==> config.mk <==
export PLATFORM = sky130hd
export DESIGN_NAME = controlador_de_interrupcao_flat
export DESIGN_NICKNAME = d
export VERILOG_FILES = /design/src/rtl/intr_pkg.sv /design/src/rtl/controlador_de_interrupcao_if.sv /design/src/rtl/temporizador_quantum.sv /design/src/rtl/controlador_de_interrupcao.sv /design/src/flat_wrapper.sv
export SDC_FILE = /design/constraint.sdc
export NUM_CORES = 1
export LEC_CHECK = 0
export CAP_MARGIN = 5
export CORE_MARGIN = 2
export CORE_UTILIZATION = 42
export DETAILED_ROUTE_END_ITERATION = 8
export PLACE_DENSITY = 0.85
export SLEW_MARGIN = 20
export SYNTH_ARGS = -nofsm -noshare
export SYNTH_HDL_FRONTEND = slang
export SYNTH_SLANG_ARGS = --single-unit
==> constraint.sdc <==
create_clock -name clk -period 2.5 [get_ports clk]
set_clock_uncertainty 0.1 [all_clocks]
set_input_delay 0.625 -clock clk [delete_from_list [all_inputs] [get_ports clk]]
set_output_delay 0.625 -clock clk [all_outputs]
set_load 0.1 [all_outputs]
==> src/rtl/intr_pkg.sv <==
`default_nettype none
// ============================================================================
//  Module      : intr_pkg
//  Description : Shared types and constants for the interrupt controller:
//                FSM state encoding, interrupt code values, source count and
//                the fixed-priority selection helper.
//  Revision    : 1.0 - initial release
// ============================================================================
package intr_pkg;

  localparam int SRC_COUNT = 4;

  // Codes presented on intCode: 0 means nothing in service, else index + 1.
  localparam logic [31:0] INT_NONE  = 32'd0;
  localparam logic [31:0] INT_TIMER = 32'd1;
  localparam logic [31:0] INT_DISK  = 32'd2;
  localparam logic [31:0] INT_INPUT = 32'd3;
  localparam logic [31:0] INT_IO    = 32'd4;

  typedef enum logic [1:0] {
    ST_IDLE = 2'd0,
    ST_REQ  = 2'd1,
    ST_SERV = 2'd2
  } state_t;

  // Lowest set index wins; scanning downwards lets the lowest bit overwrite.
  function automatic logic [1:0] lowest_index(input logic [SRC_COUNT-1:0] p);
    logic [1:0] idx;
    idx = '0;
    for (int i = SRC_COUNT - 1; i >= 0; i--) begin
      if (p[i]) idx = 2'(i);
    end
    return idx;
  endfunction

endpackage
`default_nettype wire

==> src/rtl/controlador_de_interrupcao_if.sv <==
`default_nettype none
// ============================================================================
//  Module      : controlador_de_interrupcao_if
//  Description : Signal bundle between the control unit (master) and the
//                interrupt controller (slave).
//  Revision    : 1.0 - initial release
// ============================================================================
interface controlador_de_interrupcao_if;

  logic [3:0]  irqIn;
  logic        inta;
  logic        clearIntr;
  logic        userMode;
  logic        kernelMode;
  logic [31:0] pcIn;
  logic        intr;
  logic [31:0] intCode;
  logic [31:0] intPc;

  modport master (
    output irqIn, inta, clearIntr, userMode, kernelMode, pcIn,
    input  intr, intCode, intPc
  );

  modport slave (
    input  irqIn, inta, clearIntr, userMode, kernelMode, pcIn,
    output intr, intCode, intPc
  );

endinterface
`default_nettype wire

==> src/rtl/temporizador_quantum.sv <==
`default_nettype none
// ============================================================================
//  Module      : temporizador_quantum
//  Description : Quantum timer. Counts while enabled, clears while disabled,
//                pulses tick when the count reaches TIMER_QUANTUM-1 and wraps.
//                Only present when INTR_TIMER_EN is defined.
//  Revision    : 1.0 - initial release
// ============================================================================
`ifdef INTR_TIMER_EN
import intr_pkg::*;

module temporizador_quantum #(
  parameter int TIMER_QUANTUM = 1024
) (
  input  logic clk,
  input  logic rst,
  input  logic enable,
  output logic tick
);

  localparam logic [15:0] C_LAST = 16'(TIMER_QUANTUM - 1);

  logic [15:0] count_q, count_d;

  // Next count and terminal-count pulse.
  always_comb begin
    tick    = enable && (count_q == C_LAST);
    count_d = '0;
    if (enable && !tick) count_d = count_q + 16'd1;
  end

  // Count register.
  always_ff @(posedge clk) begin
    if (rst) count_q <= '0;
    else     count_q <= count_d;
  end

endmodule
`endif
`default_nettype wire

==> src/rtl/controlador_de_interrupcao.sv <==
`default_nettype none
// ============================================================================
//  Module      : controlador_de_interrupcao
//  Description : Four-source edge-triggered interrupt controller with fixed
//                priority (lowest index first), enable flag and a
//                request/acknowledge/clear handshake with the control unit.
//                Optional macro INTR_TIMER_EN replaces source 0 with the
//                internal quantum timer.
//  Revision    : 1.0 - initial release
// ============================================================================
import intr_pkg::*;

module controlador_de_interrupcao #(
  parameter int TIMER_QUANTUM = 1024
) (
  input  logic                         clk,
  input  logic                         rst,
  controlador_de_interrupcao_if.slave  bus
);

  if (TIMER_QUANTUM < 2 || TIMER_QUANTUM > 65535) begin : g_quantum_range_err
    $error("TIMER_QUANTUM out of range 2..65535");
  end

  logic [SRC_COUNT-1:0] irq_src;
  logic [SRC_COUNT-1:0] sync_q, sync_d, dly_q, dly_d, edge_vec;
  logic [SRC_COUNT-1:0] pending_q, pending_d, clr_mask;
  logic                 enable_q, enable_d;
  state_t               state_q, state_d;
  logic                 intr_q, intr_d;
  logic [31:0]          int_code_q, int_code_d;
  logic [31:0]          int_pc_q, int_pc_d;
  logic [1:0]           sel_idx;

`ifdef INTR_TIMER_EN
  logic timer_tick;
  logic unused_irq0;

  temporizador_quantum #(
    .TIMER_QUANTUM (TIMER_QUANTUM)
  ) u_temporizador_quantum (
    .clk    (clk),
    .rst    (rst),
    .enable (enable_q),
    .tick   (timer_tick)
  );

  assign irq_src     = {bus.irqIn[3:1], timer_tick};
  assign unused_irq0 = bus.irqIn[0];
`else
  assign irq_src = bus.irqIn;
`endif

  // Edge detection, enable flag, pending set/clear and the request FSM.
  always_comb begin
    sync_d   = irq_src;
    dly_d    = sync_q;
    edge_vec = sync_q & ~dly_q;

    // Kernel mode has the last word when both pulses coincide.
    enable_d = enable_q;
    if (bus.userMode)   enable_d = 1'b1;
    if (bus.kernelMode) enable_d = 1'b0;

    state_d    = state_q;
    clr_mask   = '0;
    sel_idx    = lowest_index(pending_q);
    int_code_d = int_code_q;
    int_pc_d   = int_pc_q;

    case (state_q)
      ST_IDLE: begin
        if (enable_d && (pending_q != '0)) state_d = ST_REQ;
      end
      ST_REQ: begin
        if (bus.inta) begin
          state_d           = ST_SERV;
          clr_mask[sel_idx] = 1'b1;
          int_code_d        = INT_TIMER + 32'(sel_idx);
          int_pc_d          = bus.pcIn;
        end else if (!enable_d) begin
          state_d = ST_IDLE;
        end
      end
      ST_SERV: begin
        if (bus.clearIntr) begin
          state_d    = ST_IDLE;
          int_code_d = INT_NONE;
        end
      end
      default: state_d = ST_IDLE;
    endcase

    // A fresh edge in the acknowledge cycle re-arms the bit it clears.
    pending_d = (pending_q & ~clr_mask) | edge_vec;
    intr_d    = (state_d == ST_REQ);
  end

  // State registers.
  always_ff @(posedge clk) begin
    if (rst) begin
      sync_q     <= '0;
      dly_q      <= '0;
      pending_q  <= '0;
      enable_q   <= 1'b0;
      state_q    <= ST_IDLE;
      intr_q     <= 1'b0;
      int_code_q <= INT_NONE;
      int_pc_q   <= '0;
    end else begin
      sync_q     <= sync_d;
      dly_q      <= dly_d;
      pending_q  <= pending_d;
      enable_q   <= enable_d;
      state_q    <= state_d;
      intr_q     <= intr_d;
      int_code_q <= int_code_d;
      int_pc_q   <= int_pc_d;
    end
  end

  assign bus.intr    = intr_q;
  assign bus.intCode = int_code_q;
  assign bus.intPc   = int_pc_q;

endmodule
`default_nettype wire
==> src/flat_wrapper.sv <==
// flat-port wrapper written by rule: the top's interface ports become plain ports
module controlador_de_interrupcao_flat 
#(
  parameter int TIMER_QUANTUM = 1024
)
  (clk, rst, bus_irqIn, bus_inta, bus_clearIntr, bus_userMode, bus_kernelMode, bus_pcIn, bus_intr, bus_intCode, bus_intPc);
  controlador_de_interrupcao_if bus_i ();
  input  logic clk;
  input  logic rst;
  input wire logic [$bits(bus_i.irqIn)-1:0] bus_irqIn;
  input wire logic [$bits(bus_i.inta)-1:0] bus_inta;
  input wire logic [$bits(bus_i.clearIntr)-1:0] bus_clearIntr;
  input wire logic [$bits(bus_i.userMode)-1:0] bus_userMode;
  input wire logic [$bits(bus_i.kernelMode)-1:0] bus_kernelMode;
  input wire logic [$bits(bus_i.pcIn)-1:0] bus_pcIn;
  output wire logic [$bits(bus_i.intr)-1:0] bus_intr;
  output wire logic [$bits(bus_i.intCode)-1:0] bus_intCode;
  output wire logic [$bits(bus_i.intPc)-1:0] bus_intPc;
  assign bus_i.irqIn = bus_irqIn;
  assign bus_i.inta = bus_inta;
  assign bus_i.clearIntr = bus_clearIntr;
  assign bus_i.userMode = bus_userMode;
  assign bus_i.kernelMode = bus_kernelMode;
  assign bus_i.pcIn = bus_pcIn;
  assign bus_intr = bus_i.intr;
  assign bus_intCode = bus_i.intCode;
  assign bus_intPc = bus_i.intPc;
  controlador_de_interrupcao #(.TIMER_QUANTUM(TIMER_QUANTUM)) u_core (.clk(clk), .rst(rst), .bus(bus_i));
endmodule
---- Word level (Yosys, flattened, before mapping) ----
Cells that the tools add are included.
operators by class
  $add $sub $neg .......................... 1
  order comparisons ....................... 2
  equality and inequality tests ........... 5
  mux-type cells .......................... 18
  bitwise operators ....................... 5
  reduce and logical (&&, ||, !) cells .... 7
operators with widths
  kind                                                                                 number
  32-bit 2-to-1 mux                                                                    2
  32-bit case mux with 2 select lines                                                  1
  2-bit 2-to-1 mux                                                                     8
  4-bit AND                                                                            2
  4-bit 2-to-1 mux                                                                     2
  4-bit NOT                                                                            2
  2-bit case mux with 3 select lines                                                   1
  2-bit by 1-bit equality test with 1-bit output, second input constant                2
  2-bit inequality test, second input constant                                         2
  4-bit bitwise OR                                                                     1
  4-bit nonzero test                                                                   1
  1-bit by 2-bit adder with 3-bit output, first input constant                         1
  2-bit by 3-bit less-than comparator with 1-bit output, second input constant         1
  1-bit 2-to-1 mux                                                                     3
  3-bit AND reduction                                                                  1
  1-bit demux with 2-bit select                                                        1
  2-bit equality test, second input constant                                           1
  2-bit by 1-bit greater-or-equal comparator with 1-bit output, second input constant  1
  1-bit logical AND                                                                    2
  2-bit zero test                                                                      1
  2-bit AND reduction                                                                  1
  2-bit nonzero test                                                                   1
storage, ports and cells
  flip-flop bits (word level) ............. 80
  input bits .............................. 42
  output and inout port bits .............. 65
  logic and storage cells ................. 46

---- Logic depth before layout (Yosys ltp) ----
Gate-level depths: netlist of the first run.
  depth in word-level cells ............... 13
  depth in mapped cells ................... 7
  mapped depth without buffers ............ 7

---- Least setup slack after synthesis of the first run ----
OpenSTA, ideal clock, no wires.
  path kind ............................... register to output
  start ................................... register u_core.int_code_q[1], in the netlist u_core.bus.intCode[1]
  end ..................................... output bus_intCode[1]
  data arrival time ....................... 0.925 ns
  required time ........................... 1.775 ns
  slack ................................... 0.850 ns
  cell stages (with the launch flop) ...... 1
  buffers on the path ..................... 0
  cell sequence ........................... dfxtp_1
RTL lines
  item                    RTL line                           RTL
  start, declared         controlador_de_interrupcao.sv:31   logic [31:0] int_code_q, int_code_d;
  start signal, assigned  controlador_de_interrupcao.sv:117  int_code_q <= int_code_d;
  end, declared           flat_wrapper.sv:17                 output wire logic [$bits(bus_i.intCode)-1:0] bus_intCode;
No word-level cell between the ends.

---- Final worst setup path of the first run ----
  start ................................... input bus_inta
  end ..................................... register u_core.int_pc_q[25], in the netlist u_core.bus.intPc[25]
on the way
  longest elaborated chain between the ends .. 1
ends and longest elaborated chain
  item                                  RTL line                           RTL
  start, declared                       flat_wrapper.sv:11                 input wire logic [$bits(bus_i.inta)-1:0] bus_inta;
  2-bit AND reduction (no source line)  --
  end signal, assigned                  controlador_de_interrupcao.sv:118  int_pc_q <= int_pc_d;
  end, declared                         controlador_de_interrupcao.sv:32   logic [31:0] int_pc_q, int_pc_d;
No other way between the ends.
A chain may end at the register's enable or synchronous reset.

==> results.cfg, run 1 <==
[outcome]
status = completed

[sta]
min_period_ns = 1.75
fin_crit_sh_pct = 70.0
slew_headroom_pct = 62.7
fin_setup_tns_ns = 0
whs_ns = 0.356
rsz0062_at_grt = false
hold_violations = 0
max_freq_mhz = 572
setup_viol = 0
drv_slew = 0
worstMarginPinSlew_ns = 0.560

[yosys]
synth_top_area_share_pct = 50.1
ys_seq_area_share_pct = 50.1
synth_edf_count = 0
ys.flop_type = dfxtp_1
yosys.area_share.simple_pct = 18.9
synthCells = 243
ys_ff_latch = 51
ys_top_cells_by_count = nand2_1 (64), dfxtp_1 (51), a21oi_1 (38)
yosysWarnings = 0
synth_compound_area_share_pct = 12.9
synthMuxAreaShare_pct = 0
yosysMostFrequentCell = nand2_1
synth_xor_area_share_pct = 0
synth_area_leaders = dfxtp_1 (50%), nand2_1 (12%), buf_4 (11%)
avgSynthCellArea_um2 = 8.38
synth_adder_area_share_pct = 2.46
syn_area_um2 = 2040
synth_top_area_cell = dfxtp_1
synthDistinctLibCells = 24
ys_async_sr_fraction_pct = 0
synth_top_family_by_area = simple AND/OR/NAND/NOR gates

[placement]
post-dp-hpwl_mm = 3.02
port-buffer-count = 77
place_congestion = 0.745
dp_cells = 364

[layout]
final_core_util_pct = 57.9
fin_cells = 371
layout-drive-gt1-share_pct = 15.5
fillers = 449
finalNetCount = 363
area_delta_synth_final_pct = 33.5
diodes = 0

[critical_path]
start_kind = input port
crit_arrival_ns = 1.87
critPathTopFamily = buffers and inverters
r2r_setup_slack_ns = 0.91
crit_type = input port to register
crit_path_end_kind = register
crit_chain = clkdlybuf4s50_1 -> and3b_1 -> buf_4 -> nand2_1 -> a21oi_1
cp.required_ns = 2.62
cpMaxStageDelayCell = clkdlybuf4s50_1
cp_max_fo = 32
critPathBufInv = 2
critPathMaxStageDelay_ns = 0.49

[global_route]
grt_max_degree = 33
antenna_found_initial = 0
grt_pass1_vias = 1546
grt-ovfl-total = 0
grt_first_pass_wirelength_mm = 6.44
grt.total_usage_pct = 15.2

[power]
seqPwrFrac_pct = 48.5
vdd_drop_max_uv = 321
power_frac_clock_pct = 26.4
cellLeakagePower_uw = 0.00116
p_comb_share_pct = 25.1
intPower_uw = 1150
switchingPower_uw = 598
powerDensity_nw_per_um2 = 644
switching_share_pct = 34.2
power_uw = 1750

[floorplanning]
die_w_um = 73.6
die_y_um = 73.6
initial_core_util_pct = 43.4
std_cell_rows = 25
die_area_um2 = 5420
io_pins = 107
core_area_um2 = 4690

[drt]
viasPerCell = 4.58
drcViolationCount = 0
routed_wl_mm = 4.06
first_pass_iters = 4
drt-initial-drc-count = 97
num_vias = 1700
drtAntennaViolNets = 0
avgRoutedWirePerCell_um = 11.0

[clock_tree]
cts_root_buf = clkbuf_8
cts_tree = built
cts_sinks = 51
insertion_delay_ns = 0.29
post_cts_buffers = 0
numCtsBuffers = 5
htreeDepth = 2
cts_hold_buf = 0
clock_path_buffers = 2
clkSlewWorstSetupHoldPaths_ns = 0.09
cts_resized = 0

[flow_run]
maxCapViolCount = 0

[hold_path]
hp-class = register to register
[cells by family (layout without fill, tap and decap cells)]
| group | Yosys count | in the layout |
|---|---|---|
| simple gates | 89 | 89 |
| flops | 51 | 51 |
| buf+inv | 50 | 96 |
| compound gates | 48 | 48 |
| fa+ha+maj | 4 | 4 |
| other cells | 1 | 29 |
[worst register-to-register path, delay by kind of cell (launching register included)]
| kind | cells | cell delay (ns) |
|---|---|---|
| AO/OA/AOI/OAI | 2 | 0.38 |
| flip-flops | 1 | 0.33 |
| AND/OR/NAND/NOR | 2 | 0.32 |
| adder cells (fa/ha/maj) | 1 | 0.30 |
| buffers and inverters | 1 | 0.12 |
[area by class of cell]
type | instances | area, um^2 | area share [%]
Inverter | 8 | 30.0 | 1.10
Tap cell | 54 | 67.6 | 2.49
Clock buffer | 6 | 82.6 | 3.04
Sequential cell | 51 | 1020 | 37.6
Clock inverter | 1 | 5.00 | 0.184
Multi-Input combinational cell | 170 | 807 | 29.7
Timing Repair Buffer | 81 | 706 | 26.0
[flip-flops by register name (all words and copies together), names as in the netlist]
signal              flops
u_core.enable_q         1
u_core.dly_d            4
u_core.bus.intr         1
u_core.bus.intPc       32
u_core.pending_q        4
u_core.bus.intCode      3
u_core.state_q          2
u_core.dly_q            4
[layout by cell type (no fill, tap or decap), drive strengths merged, types with 4 or more instances in the layout]
cell and count:
nor2 4, buf 41, o21ai 5, nand2b 4
clkbuf 6, clkdlybuf4s50 40, ha 4, nand2 64
conb 29, dfxtp 51, inv 8, nor2b 9
a21oi 38
[power by group through the flow]
stage	combinational, uW	clock [uW]	sequential, uW
floorplan	290	0	954
global placement	436	0	868
detailed placement	439	0	869
CTS	440	476	850
global route	461	501	853
finish	439	462	850
[metal layers]
metal | GRT usage, % | up-vias | share of wire (%)
met3 | 4.25 | 5 | 7.5
met5 | 0 | - | 0
li1 | - | 861 | -
met1 | 18.0 | 771 | 41
met4 | 5.45 | 0 | 1.0
met2 | 26.3 | 63 | 50
[final timing paths]
path | startpoint | to | depth (start not counted)
setup / recovery | bus_inta | u_core.bus.intPc[25]$_SDFFE_PP0P_ | 5
hold / removal | u_core.bus.intPc[9]$_SDFFE_PP0P_ | u_core.bus.intPc[9]$_SDFFE_PP0P_ | 2
setup reg to reg | u_core.pending_q[3]$_SDFF_PP0_ | u_core.bus.intCode[1]$_SDFFE_PP0P_ | 6
hold reg to reg | u_core.bus.intPc[9]$_SDFFE_PP0P_ | u_core.bus.intPc[9]$_SDFFE_PP0P_ | 2
[stage by stage]
stage               area (um^2)  worst slack, ns
finish                     2720            0.751
global route               2720            0.608
CTS                        2720            0.744
detailed placement         2630            0.435
global placement           2630            0.468
floorplan                  2140            0.850
Note: power is estimated with default switching activity, not from simulation.
==> inputs of run 2 (changes only) <==
Settings changed: CORE_UTILIZATION 42 to 35, PLACE_DENSITY 0.85 to 0.75.
Clock period 2.5 ns to 1.6 ns, I/O delays scaled along.
==> run 2 against run 1 <==
Against the previous run: register-to-register slack lost 0.79 ns; combinational power rose by 69%; clock power increased by 96%; worst setup slack worse by 0.63 ns; non-clock buffer count increased by 5; sequential share of layout area fell by 6.3 points; count of clock-buffer cells in the layout unchanged; via count rose by 0.29%; design area up 20%; worst hold slack got worse by 0.061 ns; routed wire length up 12%; critical path type is now register to register; critical endpoint is now u_core.bus.intCode[1]$_SDFFE_PP0P_; largest power group unchanged; highest routed layer unchanged.
==> results.cfg, run 2 (synthesis gave the netlist of run 1 again) <==
[power]
power_uw = 2990
powerDensity_nw_per_um2 = 916
vdd_drop_max_uv = 607
cellLeakagePower_uw = 0.00130

[sta]
whs_ns = 0.295
rsz0062_at_grt = false
fin_crit_sh_pct = 92.3
setup_ws_ns = 0.123
min_period_ns = 1.48
hold_violations = 0
drv_slew = 0
fin_setup_tns_ns = 0
max_freq_mhz = 677
setup_viol = 0

[drt]
avgRoutedWirePerCell_um = 11.6
first_pass_iters = 4
drcViolationCount = 0
routed_wl_mm = 4.57
drtAntennaViolNets = 0
viasPerCell = 4.32
num_vias = 1705
drt-initial-drc-count = 49

[layout]
diodes = 0
final_cell_area_um2 = 3260
largest_register_ffs = 32
fillers = 510
mostFrequentLayoutCell = nand2_1
finalNetCount = 368
final_cell_mix = nand2_1 (64), dfxtp_1 (51), clkdlybuf4s50_1 (40)
area_delta_synth_final_pct = 60.2
layout-drive-gt1-share_pct = 17.3

[global_route]
grt_pass1_vias = 1644
grt-ovfl-total = 0
grt_first_pass_wirelength_mm = 7.49
grt.total_usage_pct = 14.8
grtUsageMet3_pct = 6.40
use_met2_pct = 26.1
gr-max-usage-layer = met2
antenna_found_initial = 0
grt_max_degree = 31
grt_use_met1_pct = 16.1

[placement]
port-buffer-count = 77
place_area_um2 = 3130
pre_cts_ws_ns = -0.275
post-dp-hpwl_mm = 3.62
place_congestion = 0.771

[critical_path]
start_kind = register
crit_chain = nor2b_1 -> o21bai_2 -> inv_1 -> ha_1 -> nor3_1 -> a21o_1
critPathTopFamily = flip-flops
cpMaxStageDelayCell = dfxtp_1
critPathBufInv = 1
cp.required_ns = 1.75
critPathMaxStageDelay_ns = 0.34
crit_type = register to register
path_depth = 6
cp_max_fo = 4
crit_arrival_ns = 1.62
crit_path_end_kind = register
rr_worst_depth = 6

[clock_tree]
cts_tree = built
cts_root_buf = clkbuf_8
clkSlewWorstSetupHoldPaths_ns = 0.09
cts_sinks = 51
insertion_delay_ns = 0.30
numCtsBuffers = 5
htreeDepth = 2
clock_path_buffers = 2

[floorplanning]
die_y_um = 80.3
io_pins = 107
std_cell_rows = 27
initial_core_util_pct = 36.5
die_w_um = 80.3
die_area_um2 = 6450
core_area_um2 = 5570

[hold_path]
hp-class = input port to register
hold_depth = 2

[outcome]
status = completed

[flow_run]
maxCapViolCount = 0
-- run 2: worst paths after layout --
kind                                         to  slack (ns)                      startpoint
max          u_core.bus.intCode[1]$_SDFFE_PP0P_        0.12  u_core.pending_q[3]$_SDFF_PP0_
min              u_core.pending_q[0]$_SDFF_PP0_        0.30                             rst
max reg2reg  u_core.bus.intCode[1]$_SDFFE_PP0P_        0.12  u_core.pending_q[3]$_SDFF_PP0_
min reg2reg          u_core.dly_q[3]$_SDFF_PP0_        0.37      u_core.dly_d[3]$_SDFF_PP0_
-- run 2: area by class of cell --
class | instances | area (um^2) | share of cell area (%)
Clock inverter | 2 | 35.0 | 1.07
Sequential cell | 51 | 1020 | 31.3
Timing Repair Buffer | 86 | 1190 | 36.6
Clock buffer | 6 | 82.6 | 2.53
Inverter | 8 | 30.0 | 0.920
Tap cell | 72 | 90.1 | 2.76
Multi-Input combinational cell | 170 | 811 | 24.8
-- run 2: metal layers --
layer  up-vias  part of all wire [%]
met5         -                     0
met4         0                  0.59
met3         3                    11
met2        66                    51
met1       767                    38
li1        869                     -
-- run 2: what timing repair did --
action	4_1_cts	5_1_grt
hold buffers	0	0
resized for setup	0	1
buffers inserted	0	1
setup endpoints to repair	0	15
hold endpoints to repair	0	0
-- run 2: through the flow --
step / util (%) / std cells
floorplan: - / 271
global placement: 56.2 / 386
detailed placement: 56.2 / 386
CTS: 58.3 / 394
global route: 58.5 / 395
finish: 58.5 / 395
-- run 2: worst reg2reg max path: stages, from the launching register on --
cell and delay, ns:
dfxtp_1 0.34, nor2b_1 0.14, o21bai_2 0.19, inv_1 0.09, ha_1 0.30, nor3_1 0.18, a21o_1 0.09
-- run 2: power breakdown --
part | switching [uW] | leakage, uW | internal, uW
clock network | 401 | 0.0000612 | 506
logic | 536 | 0.000820 | 207
registers | 31.0 | 0.000415 | 1310
==> inputs of run 3 (changes only) <==
Settings changed: CAP_MARGIN 5 to 20.
==> results of run 3 <==
The final DEF is identical to that of run 2; final timing and power are the same.
